**src/rtl/ahb_pkg.sv**
```systemverilog
// ahb_pkg
// Shared AHB-Lite definitions for the FIR subsystem bus master.
//   htrans_t   : AHB transfer type encoding
//   HSIZE_*    : single-bit transfer size encoding (byte / halfword)
//   slot_t     : one pipeline slot (address or data phase) of the master
// The slot widths follow AHB_ADDR_W / AHB_DATA_W. Any module that stores
// slot_t must be built with matching address/data widths.
package ahb_pkg;

  localparam int AHB_ADDR_W = 4;
  localparam int AHB_DATA_W = 16;

  typedef enum logic [1:0] {
    IDLE   = 2'b00,
    BUSY   = 2'b01,
    NONSEQ = 2'b10,
    SEQ    = 2'b11
  } htrans_t;

  localparam logic HSIZE_BYTE = 1'b0;
  localparam logic HSIZE_HALF = 1'b1;

  typedef struct packed {
    logic                  valid;
    logic                  write;
    logic [AHB_ADDR_W-1:0] addr;
    logic                  size;
    logic [AHB_DATA_W-1:0] wdata;
  } slot_t;

endpackage

```
**src/rtl/ahb_lite_master.sv**
```systemverilog
// ahb_lite_master
// Single-master AHB-Lite initiator. Commands from a valid/ready port are
// issued as pipelined NONSEQ transfers; each address phase overlaps the
// previous transfer's data phase. One in-order response per command.
//
// Ports
//   clk, n_rst          : clock, asynchronous active-low reset
//   cmd_valid/cmd_ready : command handshake (accept when both high at posedge)
//   cmd_write/addr/size/wdata : command fields
//   rsp_valid           : one-cycle pulse per completed or aborted command
//   rsp_rdata, rsp_err  : read data (0 for writes/errors), error flag
//   busy                : any address/data phase or abort outstanding
//   hsel/haddr/hsize/htrans/hwrite/hwdata : registered AHB-Lite master outputs
//   hrdata/hready/hresp : AHB-Lite slave response
module ahb_lite_master
  import ahb_pkg::*;
#(
  parameter int ADDR_W = AHB_ADDR_W,
  parameter int DATA_W = AHB_DATA_W
) (
  input  logic              clk,
  input  logic              n_rst,
  input  logic              cmd_valid,
  output logic              cmd_ready,
  input  logic              cmd_write,
  input  logic [ADDR_W-1:0] cmd_addr,
  input  logic              cmd_size,
  input  logic [DATA_W-1:0] cmd_wdata,
  output logic              rsp_valid,
  output logic [DATA_W-1:0] rsp_rdata,
  output logic              rsp_err,
  output logic              busy,
  output logic              hsel,
  output logic [ADDR_W-1:0] haddr,
  output logic              hsize,
  output logic [1:0]        htrans,
  output logic              hwrite,
  output logic [DATA_W-1:0] hwdata,
  input  logic [DATA_W-1:0] hrdata,
  input  logic              hready,
  input  logic              hresp
);

  // Address slot: its fields keep their last values when it empties, so
  // haddr/hsize/hwrite hold while the bus is idle.
  slot_t             a_reg;
  // Set when the address-slot command was killed by an error response; it
  // still owes the consumer an error response but never reaches the bus.
  logic              a_aborted_reg;
  logic              d_valid_reg;
  logic              d_write_reg;
  logic [DATA_W-1:0] hwdata_reg;
  logic              abort_reg;

  logic              rsp_valid_reg;
  logic              rsp_err_reg;
  logic [DATA_W-1:0] rsp_rdata_reg;

  logic accept;
  logic abort_start;
  logic d_retire;
  logic a_advance;
  logic aborted_rsp;

  assign cmd_ready   = (!a_reg.valid | hready) & !abort_reg;
  assign accept      = cmd_valid & cmd_ready;
  // First cycle of the two-cycle error response seen on the data phase.
  assign abort_start = hresp & !hready & d_valid_reg & !abort_reg;
  assign d_retire    = hready & d_valid_reg;
  assign a_advance   = hready & a_reg.valid;
  // The aborted command answers only after the erroring data phase has
  // retired, which keeps responses in command order.
  assign aborted_rsp = abort_reg & a_aborted_reg & !d_valid_reg;

  // Address / data slot pipeline
  always_ff @(posedge clk or negedge n_rst) begin
    if (!n_rst) begin
      a_reg         <= '0;
      a_aborted_reg <= 1'b0;
      d_valid_reg   <= 1'b0;
      d_write_reg   <= 1'b0;
      hwdata_reg    <= '0;
      abort_reg     <= 1'b0;
    end else begin
      if (abort_start) begin
        // hready is low here, so a command can only be accepted at this
        // edge if the address slot was empty; either way the command is
        // parked as aborted and the bus goes IDLE next cycle.
        a_reg.valid   <= 1'b0;
        a_aborted_reg <= a_reg.valid | accept;
        abort_reg     <= 1'b1;
      end else if (accept) begin
        a_reg <= '{valid: 1'b1, write: cmd_write, addr: cmd_addr,
                   size: cmd_size, wdata: cmd_wdata};
      end else if (a_advance) begin
        a_reg.valid <= 1'b0;
      end

      if (a_advance) begin
        d_valid_reg <= 1'b1;
        d_write_reg <= a_reg.write;
        if (a_reg.write) begin
          hwdata_reg <= a_reg.wdata;
        end
      end else if (d_retire) begin
        d_valid_reg <= 1'b0;
      end

      if (abort_reg) begin
        if (d_retire && !a_aborted_reg) begin
          abort_reg <= 1'b0;
        end
        if (aborted_rsp) begin
          abort_reg     <= 1'b0;
          a_aborted_reg <= 1'b0;
        end
      end
    end
  end

  // Response register stage
  always_ff @(posedge clk or negedge n_rst) begin
    if (!n_rst) begin
      rsp_valid_reg <= 1'b0;
      rsp_err_reg   <= 1'b0;
      rsp_rdata_reg <= '0;
    end else if (d_retire) begin
      rsp_valid_reg <= 1'b1;
      rsp_err_reg   <= hresp | abort_reg;
      rsp_rdata_reg <= (!d_write_reg && !hresp && !abort_reg) ? hrdata : '0;
    end else if (aborted_rsp) begin
      rsp_valid_reg <= 1'b1;
      rsp_err_reg   <= 1'b1;
      rsp_rdata_reg <= '0;
    end else begin
      rsp_valid_reg <= 1'b0;
      rsp_err_reg   <= 1'b0;
      rsp_rdata_reg <= '0;
    end
  end

  assign hsel      = a_reg.valid;
  assign htrans    = a_reg.valid ? NONSEQ : IDLE;
  assign haddr     = a_reg.addr;
  assign hsize     = a_reg.size;
  assign hwrite    = a_reg.write;
  assign hwdata    = hwdata_reg;
  assign busy      = a_reg.valid | d_valid_reg | abort_reg;
  assign rsp_valid = rsp_valid_reg;
  assign rsp_err   = rsp_err_reg;
  assign rsp_rdata = rsp_rdata_reg;

endmodule
```
**config.mk**
```make
export PLATFORM = sky130hd
export DESIGN_NAME = ahb_lite_master
export DESIGN_NICKNAME = d
export VERILOG_FILES = /design/src/rtl/ahb_pkg.sv /design/src/rtl/ahb_lite_master.sv
export SDC_FILE = /design/constraint.sdc
export NUM_CORES = 1
export LEC_CHECK = 0
export ABC_CLOCK_PERIOD_IN_PS = 2200
export CAP_MARGIN = 20
export CORE_UTILIZATION = 47
export DETAILED_ROUTE_END_ITERATION = 10
export GPL_ROUTABILITY_DRIVEN = 0
export PLACE_DENSITY = 0.84
export SYNTH_ARGS = -nofsm -noshare
export SYNTH_HDL_FRONTEND = slang
export SYNTH_SLANG_ARGS = --single-unit
```
**constraint.sdc**
```tcl
create_clock -name clk -period 2.2 [get_ports clk]
set_clock_uncertainty 0.1 [all_clocks]
set_input_delay 0.44 -clock clk [delete_from_list [all_inputs] [get_ports clk]]
set_output_delay 0.44 -clock clk [all_outputs]
set_load 0.05 [all_outputs]
```
# [Yosys cells after proc, flatten, opt, wreduce, memory -nomap -nowiden]
# Cells that the tools add are included.
[word_totals] elab_cells=60 input_bits=43 output_inout_bits=45 reg_bits=61
[op_classes] n_bitwise=15 n_reduce_logical=14 muxes=18
[op_table] op="16-bit two-way mux" count=2
[op_table] op="1-bit two-way mux" count=15
[op_table] op="1-bit AND" count=9
[op_table] op="1-bit zero test" count=7
[op_table] op="1-bit OR" count=5
[op_table] op="2-bit AND reduction" count=2
[op_table] op="1-bit logical AND" count=3
[op_table] op="3-bit nonzero test" count=1
[op_table] op="2-bit two-way mux" count=1
[op_table] op="2-bit nonzero test" count=1
[op_table] op="1-bit inverter" count=1

# [Depth between registers and ports, before layout]
# Gate-level depths: netlist of run 1.
[logic_depth] depth_word=8 depth_mapped=5 mapped_depth_nobuf=3

# [Worst setup path after synthesis of run 1]
# Ideal clock, no wire load.
[synth_timing] path_type="reg2out" start="reg a_reg, in the netlist hsel" end="out cmd_ready" path_stages_with_launch=2 arrival_time_ns=1.527 n_path_buf=0 path_slack_ns=0.133 required_ns=1.660 cell_sequence="dfrtp_1 -> a21oi_1"
[synth_between] elab_chain_len=3
[synth_lines] item="start, declared" line="ahb_lite_master.sv:46" text="slot_t a_reg;"
[synth_lines] item="start signal, assigned" line="ahb_lite_master.sv:93" text="a_reg <= '{valid: 1'b1, write: cmd_write, addr: cmd_addr,"
[synth_lines] item="1-bit zero test" line="ahb_lite_master.sv:65" text="assign cmd_ready = (!a_reg.valid | hready) & !abort_reg;"
[synth_lines] item="1-bit OR" line="ahb_lite_master.sv:65"
[synth_lines] item="1-bit AND" line="ahb_lite_master.sv:65"
[synth_lines] item="end, declared" line="ahb_lite_master.sv:24" text="output logic cmd_ready,"
# No other way between the ends.

# [Worst setup path after layout of run 1]
[layout_timing] start="reg a_reg, in the netlist hwrite" end="out hwrite"
[layout_rtl] item="end, declared" line="ahb_lite_master.sv:37" text="output logic hwrite,"
# No word-level cell between the ends.

==> results of run 1 <==
## cells in the mapped netlist (all sizes together)
master	instances
nand2	5
nor4	1
inv	3
and2	16
or3	1
o21ai	4
nand3	3
nor2b	2
o21a	1
conb	1
o31ai	1
mux2	38
a21oi	2
buf	12
dfrtp	61
clkbuf	1
a22o	1
a32o	2
nand2b	1
nor2	2
## report_power, final
group,switching (mW),total (mW),internal [mW]
registers,0.264,1.81,1.54
clock network,0.386,0.991,0.604
logic,1.32,2.23,0.910
## cell families after synthesis
family,after synthesis,share of synthesized area [%]
DFF,61,64.4
AOI/OAI and AO/OA,11,3.75
and+or+nand+nor,31,8.56
muxes,38,18.1
buffers and inverters,16,5.02
other,1,0.158
## worst paths after layout
path | to | cells after the start | from
min in group clk | haddr[3] | 1 | haddr[3]
max in group asynchronous | rsp_rdata[1] | 2 | n_rst
hold reg to reg | haddr[3] | 1 | haddr[3]
setup / recovery | hwrite | 1 | hwrite
hold / removal | haddr[0] | 2 | n_rst
setup reg to reg | a_reg[3] | 4 | hsel
## cells in the final DEF, fill, tap and decap left out
| cell | Yosys | layout |
|---|---|---|
| a21oi_1 | 1 | 1 |
| clkdlybuf4s50_1 | 0 | 81 |
| nor2b_1 | 1 | 1 |
| inv_1 | 3 | 3 |
| o21ai_0 | 3 | 3 |
| o31ai_1 | 1 | 1 |
| or3_1 | 1 | 1 |
| mux2_2 | 34 | 34 |
| a32o_1 | 2 | 2 |
| clkbuf_8 | 0 | 12 |
| dfrtp_1 | 61 | 61 |
| a22o_1 | 1 | 1 |
| nor4_4 | 1 | 1 |
| clkbuf_1 | 0 | 1 |
| nor2_1 | 2 | 2 |
| buf_2 | 1 | 1 |
| nor2b_2 | 1 | 1 |
| a21oi_2 | 1 | 1 |
| nand3_4 | 1 | 1 |
| o21ai_4 | 1 | 1 |
| nand2_1 | 5 | 5 |
| nand3_1 | 2 | 2 |
| mux2_1 | 4 | 4 |
| conb_1 | 1 | 1 |
| bufinv_16 | 0 | 1 |
| and2_1 | 16 | 16 |
| buf_12 | 0 | 3 |
| o21a_1 | 1 | 1 |
| nand2b_1 | 1 | 1 |
| buf_4 | 7 | 6 |
## cell type report
cell class | count | area [um^2]
Inverter | 3 | 11.3
Clock inverter | 1 | 30.0
Fill cell | 333 | 1320
Multi-Input combinational cell | 81 | 723
Timing Repair Buffer | 91 | 921
Clock buffer | 13 | 169
Sequential cell | 61 | 1530
Tap cell | 67 | 83.8
## through the flow
step / power (mW) / instance area (um^2) / hold slack [ps] / cells / setup WS (ps)
3_5_place_dp: 4.06 / 3270 / 372 / 303 / 216
6_report: 5.03 / 3460 / 6.95 / 317 / 108
3_3_place_gp: 4.01 / 3270 / 369 / 303 / 240
5_1_grt: 5.27 / 3460 / 8.32 / 317 / 48.1
4_1_cts: 5.08 / 3460 / 18.6 / 317 / 82.4
2_1_floorplan: 3.36 / 2370 / 44.4 / 158 / 133
## routing by layer
metal / vias up / global-route usage [%] / part of all wire, %
met4: 0 / 7.84 / 0.93
li1: 702 / - / -
met1: 722 / 22.7 / 41
met5: - / 0 / 0
met2: 59 / 27.1 / 49
met3: 4 / 10.9 / 9.1
==> impl_metrics.csv, run 1 <==
group,metric,value,unit
worst_setup_path,cp-end-kind,"output port",
detailed_routing,first_pass_iters,4,
detailed_routing,route.detailed.wl_per_inst,14.3,um
global_routing,grt_usage,18.7,%
worst_setup_path,crit_path_cell_trace,"clkdlybuf4s50_1",
worst_setup_path,critical_path_required,1660,ps
worst_setup_path,cp_max_fo,3,
layout,syn2layout_area_growth,46.3,%
detailed_routing,vias,1487,
logic_synthesis,synth_area_leaders,"dfrtp_1, mux2_2, and2_1, buf_4, buf_6",
sta,slew_headroom,64.5,%
floorplanning,initial_utilization,49.5,%
status,status,"finished, final reports clean",
global_routing,grt.overflow.total,0,
global_routing,grt_pass1_wl,7.04,mm
worst_setup_path,arrival,1550,ps
clocking,ctsResizeCount,0,
logic_synthesis,synth-seq-cells,61,
sta,period_minus_slack,2090,ps
global_routing,grt_start_max_net_pins,62,
logic_synthesis,ys_seq_area_share,64.4,%
clocking,postCtsHoldBufs,0,
worst_setup_path,crit_family,"buffers and inverters",
clocking,numClockSinks,61,
worst_setup_path,cp_slowest_stage_delay,820,ps
worst_setup_path,cp_slowest_cell,"clkdlybuf4s50_1",
sta,tns,0,ps
clocking,ctsHtreeMaxLevel,3,
sta,worst_slew_pin_slew,530,ps
sta,fmax,478,MHz
clocking,worstSkewPairLatency,310,ps
layout,nets,290,
pwr,ir_drop,1150,uV
sta,fin_crit_sh,95.1,%
logic_synthesis,synth_nets,201,
layout,diodes,0,
sta,rsz0062_at_grt,"false",
clocking,cts_tree,"built",
logic_synthesis,synth_cells,158,
logic_synthesis,yosysTopAreaCell,"dfrtp_1",
placed_design,dp_hpwl,3.03,mm
placed_design,io_buffers,86,
detailed_routing,wl,4.53,mm
min_path,hold_class,"in -> async",
worst_setup_path,crit_type,"reg -> out",
detailed_routing,via_per_inst,4.69,
logic_synthesis,syn_avg_cell_area,15.0,um^2
job,drv_cap,0,
global_routing,antenna_found_initial,0,
logic_synthesis,netlist.area_leader.share,64.4,%
floorplanning,die_y,73.0,um
clocking,clock_path_buffers,2,
floorplanning,num_io_pins,88,
layout,final_layout_size_suffix_gt1_share,24.8,%
worst_setup_path,regToRegSetupSlack,650,ps
worst_setup_path,worst-path-buf-inv,1,
floorplanning,rows,25,
pwr,power_leakage,1.51,nW
detailed_routing,ant_nets,0,
floorplanning,die_area,5330,um^2
floorplanning,fp.dieW,73.0,um
detailed_routing,drt_iter0_drc,27,
pwr,p_per_area,1450,nW/um^2
global_routing,grt_pass1_vias,1509,
worst_setup_path,cp-start-kind,"flop",
logic_synthesis,syn_area,2370,um^2
clocking,root_buffer,"clkbuf_8",
logic_synthesis,yosysUniqueCellTypes,27,
clocking,cts_setup_buffers,0,
sta,finalMaxSlewViolations,0,
clocking,cts.clk_slew.worst_paths,60,ps
detailed_routing,route.detailed.drc,0,
sta,hold_viol,0,
clocking,cts_buffers,9,
layout,utilization,72.4,%
floorplanning,coreArea,4790,um^2
logic_synthesis,ys_warn_count,0,
sta,setup_viol,0,
Power figures use the tool's default switching activity.
==> run 2: changes to the inputs <==
--- a/config.mk
+++ b/config.mk
@@ -5,12 +5,12 @@
 export SDC_FILE = /design/constraint.sdc
 export NUM_CORES = 1
 export LEC_CHECK = 0
-export ABC_CLOCK_PERIOD_IN_PS = 2200
+export ABC_CLOCK_PERIOD_IN_PS = 2400
 export CAP_MARGIN = 20
-export CORE_UTILIZATION = 47
+export CORE_UTILIZATION = 44
 export DETAILED_ROUTE_END_ITERATION = 10
 export GPL_ROUTABILITY_DRIVEN = 0
-export PLACE_DENSITY = 0.84
+export PLACE_DENSITY = 0.8
 export SYNTH_ARGS = -nofsm -noshare
 export SYNTH_HDL_FRONTEND = slang
 export SYNTH_SLANG_ARGS = --single-unit
==> constraint.sdc (replaced) <==
create_clock -name clk -period 2.4 [get_ports clk]
set_clock_uncertainty 0.1 [all_clocks]
set_input_delay 0.48 -clock clk [delete_from_list [all_inputs] [get_ports clk]]
set_output_delay 0.48 -clock clk [all_outputs]
set_load 0.05 [all_outputs]
==> impl_metrics.csv, run 2 (synthesis results as in run 1) <==
group,metric,value,unit
sta,fmax,455,MHz
global_routing,grt_start_max_net_pins,62,
floorplanning,num_io_pins,88,
sta,hold_viol,0,
clocking,numClockSinks,61,
worst_setup_path,crit_path_cell_trace,"clkdlybuf4s50_1",
detailed_routing,via_per_inst,4.70,
layout,multiInputGateArea,723,um^2
sta,slew_headroom,50.8,%
worst_setup_path,cp-start-kind,"flop",
layout,final_cell_mix,"clkdlybuf4s50_1, dfrtp_1, mux2_2",
pwr,p_seq_share,36.3,%
pwr,p_per_area,1300,nW/um^2
worst_setup_path,cp-end-kind,"output port",
clocking,cts_tree,"built",
sta,fin_crit_sh,91.6,%
placed_design,placed_area,3270,um^2
global_routing,grt_usage,17.8,%
pwr,ir_drop,806,uV
clocking,cts_buffers,9,
placed_design,dp_hpwl,3.14,mm
placed_design,io_buffers,86,
pwr,power_leakage,1.49,nW
clocking,worstSkewPairLatency,320,ps
layout,regArea,1530,um^2
sta,period_minus_slack,2200,ps
layout,diodes,0,
global_routing,grt_pass1_vias,1573,
sta,worst_slew_pin_slew,738,ps
global_routing,antenna_found_initial,0,
floorplanning,die_y,75.4,um
detailed_routing,first_pass_iters,2,
detailed_routing,ant_nets,0,
detailed_routing,wl,4.40,mm
worst_setup_path,crit_type,"reg -> out",
pwr,cellInternalPower,2.67,mW
pwr,power_switching,1.78,mW
sta,rsz0062_at_grt,"false",
sta,finalMaxSlewViolations,0,
floorplanning,die_area,5680,um^2
floorplanning,initial_utilization,46.1,%
layout,nets,293,
layout,syn2layout_area_growth,45.2,%
floorplanning,rows,26,
clocking,ctsHtreeMaxLevel,3,
worst_setup_path,cp_max_fo,5,
pwr,clockPowerShare,17.1,%
sta,setup_viol,0,
min_path,hold_class,"in -> async",
worst_setup_path,crit_family,"buffers and inverters",
worst_setup_path,cp_slowest_stage_delay,850,ps
clocking,cts.clk_slew.worst_paths,60,ps
global_routing,grt.overflow.total,0,
status,status,"finished, final reports clean",
global_routing,grt_pass1_wl,7.09,mm
layout,layout_commonest_cell,"clkdlybuf4s50_1",
job,drv_cap,0,
layout,fill_cells,435,
detailed_routing,drt_iter0_drc,33,
pwr,finalPower,4.45,mW
sta,tns,0,ps
pwr,pwr-share-comb,46.6,%
detailed_routing,vias,1517,
worst_setup_path,critical_path_required,1820,ps
detailed_routing,route.detailed.drc,0,
clocking,cts_setup_buffers,0,
pwr,swShare,40.0,%
worst_setup_path,worst-path-buf-inv,1,
clocking,root_buffer,"clkbuf_8",
detailed_routing,route.detailed.wl_per_inst,13.6,um
clocking,clock_path_buffers,2,
worst_setup_path,arrival,1620,ps
layout,final_area,3440,um^2
floorplanning,coreArea,5140,um^2
worst_setup_path,cp_slowest_cell,"clkdlybuf4s50_1",
floorplanning,fp.dieW,75.4,um
layout,final_layout_size_suffix_gt1_share,24.5,%
run 2: cell count changes in the layout (fill, tap and decap cells not counted), moves of 2 or more:
cell,change
clkinv_2,+2
buf_4,+2
buf_12,-2
clkdlybuf4s50_1,+2
run 2: what timing repair did:
item | CTS | global route
hold buffers | 0 | 0
endpoints found under the setup margin | 1 | 0
gates resized for setup | 1 | 0
run 2: per-stage QoR:
stage	hold slack, ps	std cells	utilization (%)	setup WS [ps]
after floorplan	84.4	158	-	293
after global placement	372	309	63.7	300
after detailed placement	381	309	63.7	292
after CTS	232	323	66.9	175
after global routing	282	323	66.9	127
final	196	323	66.9	201
run 2: worst paths after layout:
path | slack (ps) | to | depth (start not counted) | start
setup / recovery | 200 | htrans[1] | 1 | hsel
hold / removal | 200 | rsp_rdata[3] | 2 | n_rst
setup reg to reg | 790 | a_reg[10] | 5 | hsel
hold reg to reg | 400 | haddr[3] | 1 | haddr[3]
max in group asynchronous | 1510 | a_reg[3] | 2 | n_rst
min in group clk | 400 | haddr[3] | 1 | haddr[3]
run 2: layout make-up:
cell class,count,area share [%]
multi-input cells,81,21.0
flip-flops and latches,61,44.4
clock buffers,12,4.51
repair buffers,94,26.9
well taps,70,2.55
inverters,3,0.328
clock inverters,2,0.291
run 2: per-layer routing:
metal	track usage, %	wire length [um]
met5	0	0
met2	30.7	2350
met3	5.82	260
met4	9.88	86
met1	19.5	1700
run 2: power by group through the flow:
stage,sequential (mW),combinational [mW],clock (mW)
final,1.62,2.08,0.762
after global routing,1.67,2.20,0.829
after CTS,1.63,2.10,0.795
after detailed placement,1.64,2.10,0
after global placement,1.62,2.06,0
after floorplan,2.25,0.838,0
==> run 3: changes to the inputs <==
==> constraint.sdc (replaced) <==
create_clock -name clk -period 2.4 [get_ports clk]
set_clock_uncertainty 0.1 [all_clocks]
set_input_delay 0.36 -clock clk [delete_from_list [all_inputs] [get_ports clk]]
set_output_delay 0.36 -clock clk [all_outputs]
set_load 0.05 [all_outputs]
==> impl_metrics.csv, run 3 (synthesis results as in run 1) <==
group,metric,value,unit
worst_setup_path,cp-end-kind,"output port",
sta,tns,0,ps
detailed_routing,drt_iter0_drc,32,
layout,nets,289,
clocking,numClockSinks,61,
clocking,root_buffer,"clkbuf_8",
layout,layout_commonest_cell,"clkdlybuf4s50_1",
worst_setup_path,r2r_cells,4,
floorplanning,die_area,5680,um^2
clocking,worstSkewPairLatency,330,ps
worst_setup_path,worst-path-buf-inv,1,
sta,hold_viol,0,
placed_design,placed_cells,304,
sta,setup_viol,0,
floorplanning,num_io_pins,88,
layout,fin_cells,320,
layout,syn2layout_area_growth,47.1,%
floorplanning,initial_utilization,46.1,%
floorplanning,die_y,75.4,um
detailed_routing,route.detailed.drc,0,
clocking,ctsHtreeMaxLevel,3,
worst_setup_path,cp_slowest_cell,"clkdlybuf4s50_1",
worst_setup_path,cp_slowest_stage_delay,870,ps
worst_setup_path,crit_type,"reg -> out",
floorplanning,coreArea,5140,um^2
clocking,clock_path_buffers,2,
job,drv_cap,0,
clocking,cts_buffers,9,
global_routing,grt.overflow.total,0,
clocking,cts.clk_slew.worst_paths,60,ps
min_path,worstHoldEndpoint,"a_reg[13]",
placed_design,post-place-ws,338,ps
worst_setup_path,worstSetupPathDepth,1,
pwr,ir_drop,842,uV
worst_setup_path,regToRegSetupSlack,860,ps
placed_design,dp_hpwl,3.01,mm
worst_setup_path,arrival,1740,ps
placed_design,io_buffers,86,
detailed_routing,vias,1513,
pwr,p_per_area,1330,nW/um^2
detailed_routing,route.detailed.wl_per_inst,13.3,um
sta,rsz0062_at_grt,"false",
worst_setup_path,crit_family,"buffers and inverters",
floorplanning,rows,26,
pwr,power_leakage,1.50,nW
worst_setup_path,crit_path_cell_trace,"clkdlybuf4s50_1",
layout,final_layout_size_suffix_gt1_share,23.2,%
detailed_routing,via_per_inst,4.73,
sta,slew_headroom,57.2,%
detailed_routing,ant_nets,0,
sta,worst_slew_pin_slew,641,ps
sta,fin_ws,202,ps
min_path,hold_class,"reg -> reg",
worst_setup_path,critical_path_required,1940,ps
sta,period_minus_slack,2200,ps
sta,fin_crit_sh,91.6,%
layout,fill_cells,415,
worst_setup_path,cp_max_fo,9,
sta,fmax,455,MHz
worst_setup_path,reg2reg_from,"d_valid_reg",
layout,final_cell_mix,"clkdlybuf4s50_1, dfrtp_1, mux2_2",
detailed_routing,first_pass_iters,4,
global_routing,grt_start_max_net_pins,35,
min_path,holdPathStages,1,
sta,finalMaxSlewViolations,0,
global_routing,grt_pass1_wl,6.72,mm
clocking,cts_tree,"built",
global_routing,antenna_found_initial,0,
global_routing,grt_usage,16.7,%
min_path,worstHoldStart,"a_reg[13]",
floorplanning,fp.dieW,75.4,um
global_routing,grt_pass1_vias,1465,
worst_setup_path,cp-start-kind,"flop",
layout,diodes,0,
detailed_routing,wl,4.27,mm
status,status,"finished, final reports clean",
worst_setup_path,reg2reg_to,"a_reg[14]",
==> run 3: worst max path at each step <==
stage | start | to | slack [ps]
2_1_floorplan | hsel | cmd_ready | 410
3_3_place_gp | hresp | a_reg[8] | 360
3_5_place_dp | hresp | a_reg[14] | 340
4_1_cts | hsel | hsel | 200
5_1_grt | hsel | htrans[1] | 130
6_report | hsel | hsel | 200
==> run 3: final cells by class <==
cell class | count | area [um^2] | area share [%]
sequential | 61 | 1530 | 43.8
inverter | 3 | 11.3 | 0.323
tap | 70 | 87.6 | 2.51
clock inverter | 4 | 72.6 | 2.08
multi-input combinational | 81 | 723 | 20.8
timing repair buffer | 90 | 922 | 26.5
clock buffer | 11 | 141 | 4.06
==> run 3: repair_timing <==
action                                 CTS  global route
buffers inserted                         0             0
resized for setup                        1             0
endpoints found under the hold margin   27             0
setup endpoints to repair                1             0
hold buffers                             1             0
==> run 3: where the power goes <==
| part | total [mW] | internal, mW | switching [mW] | leakage (nW) |
|---|---|---|---|---|
| sequential | 1.64 | 1.41 | 0.233 | 0.757 |
| clock | 0.975 | 0.605 | 0.370 | 0.105 |
| combinational | 2.03 | 0.835 | 1.20 | 0.640 |
==> run 3: stage by stage <==
step	cell area, um^2	hold slack, ps	power [mW]	util [%]
2_1_floorplan	2370	-35.6	3.08	-
3_3_place_gp	3260	312	3.67	63.5
3_5_place_dp	3260	327	3.72	63.5
4_1_cts	3480	400	4.71	67.8
5_1_grt	3480	420	4.89	67.8
6_report	3480	395	4.65	67.8
==> run 3: layer usage <==
metal	share of wire (%)	track usage [%]	vias up
met5	0	0	-
met4	1.5	9.88	0
met3	6.5	5.16	8
met2	50	26.3	51
met1	42	20.5	752
li1	-	-	702
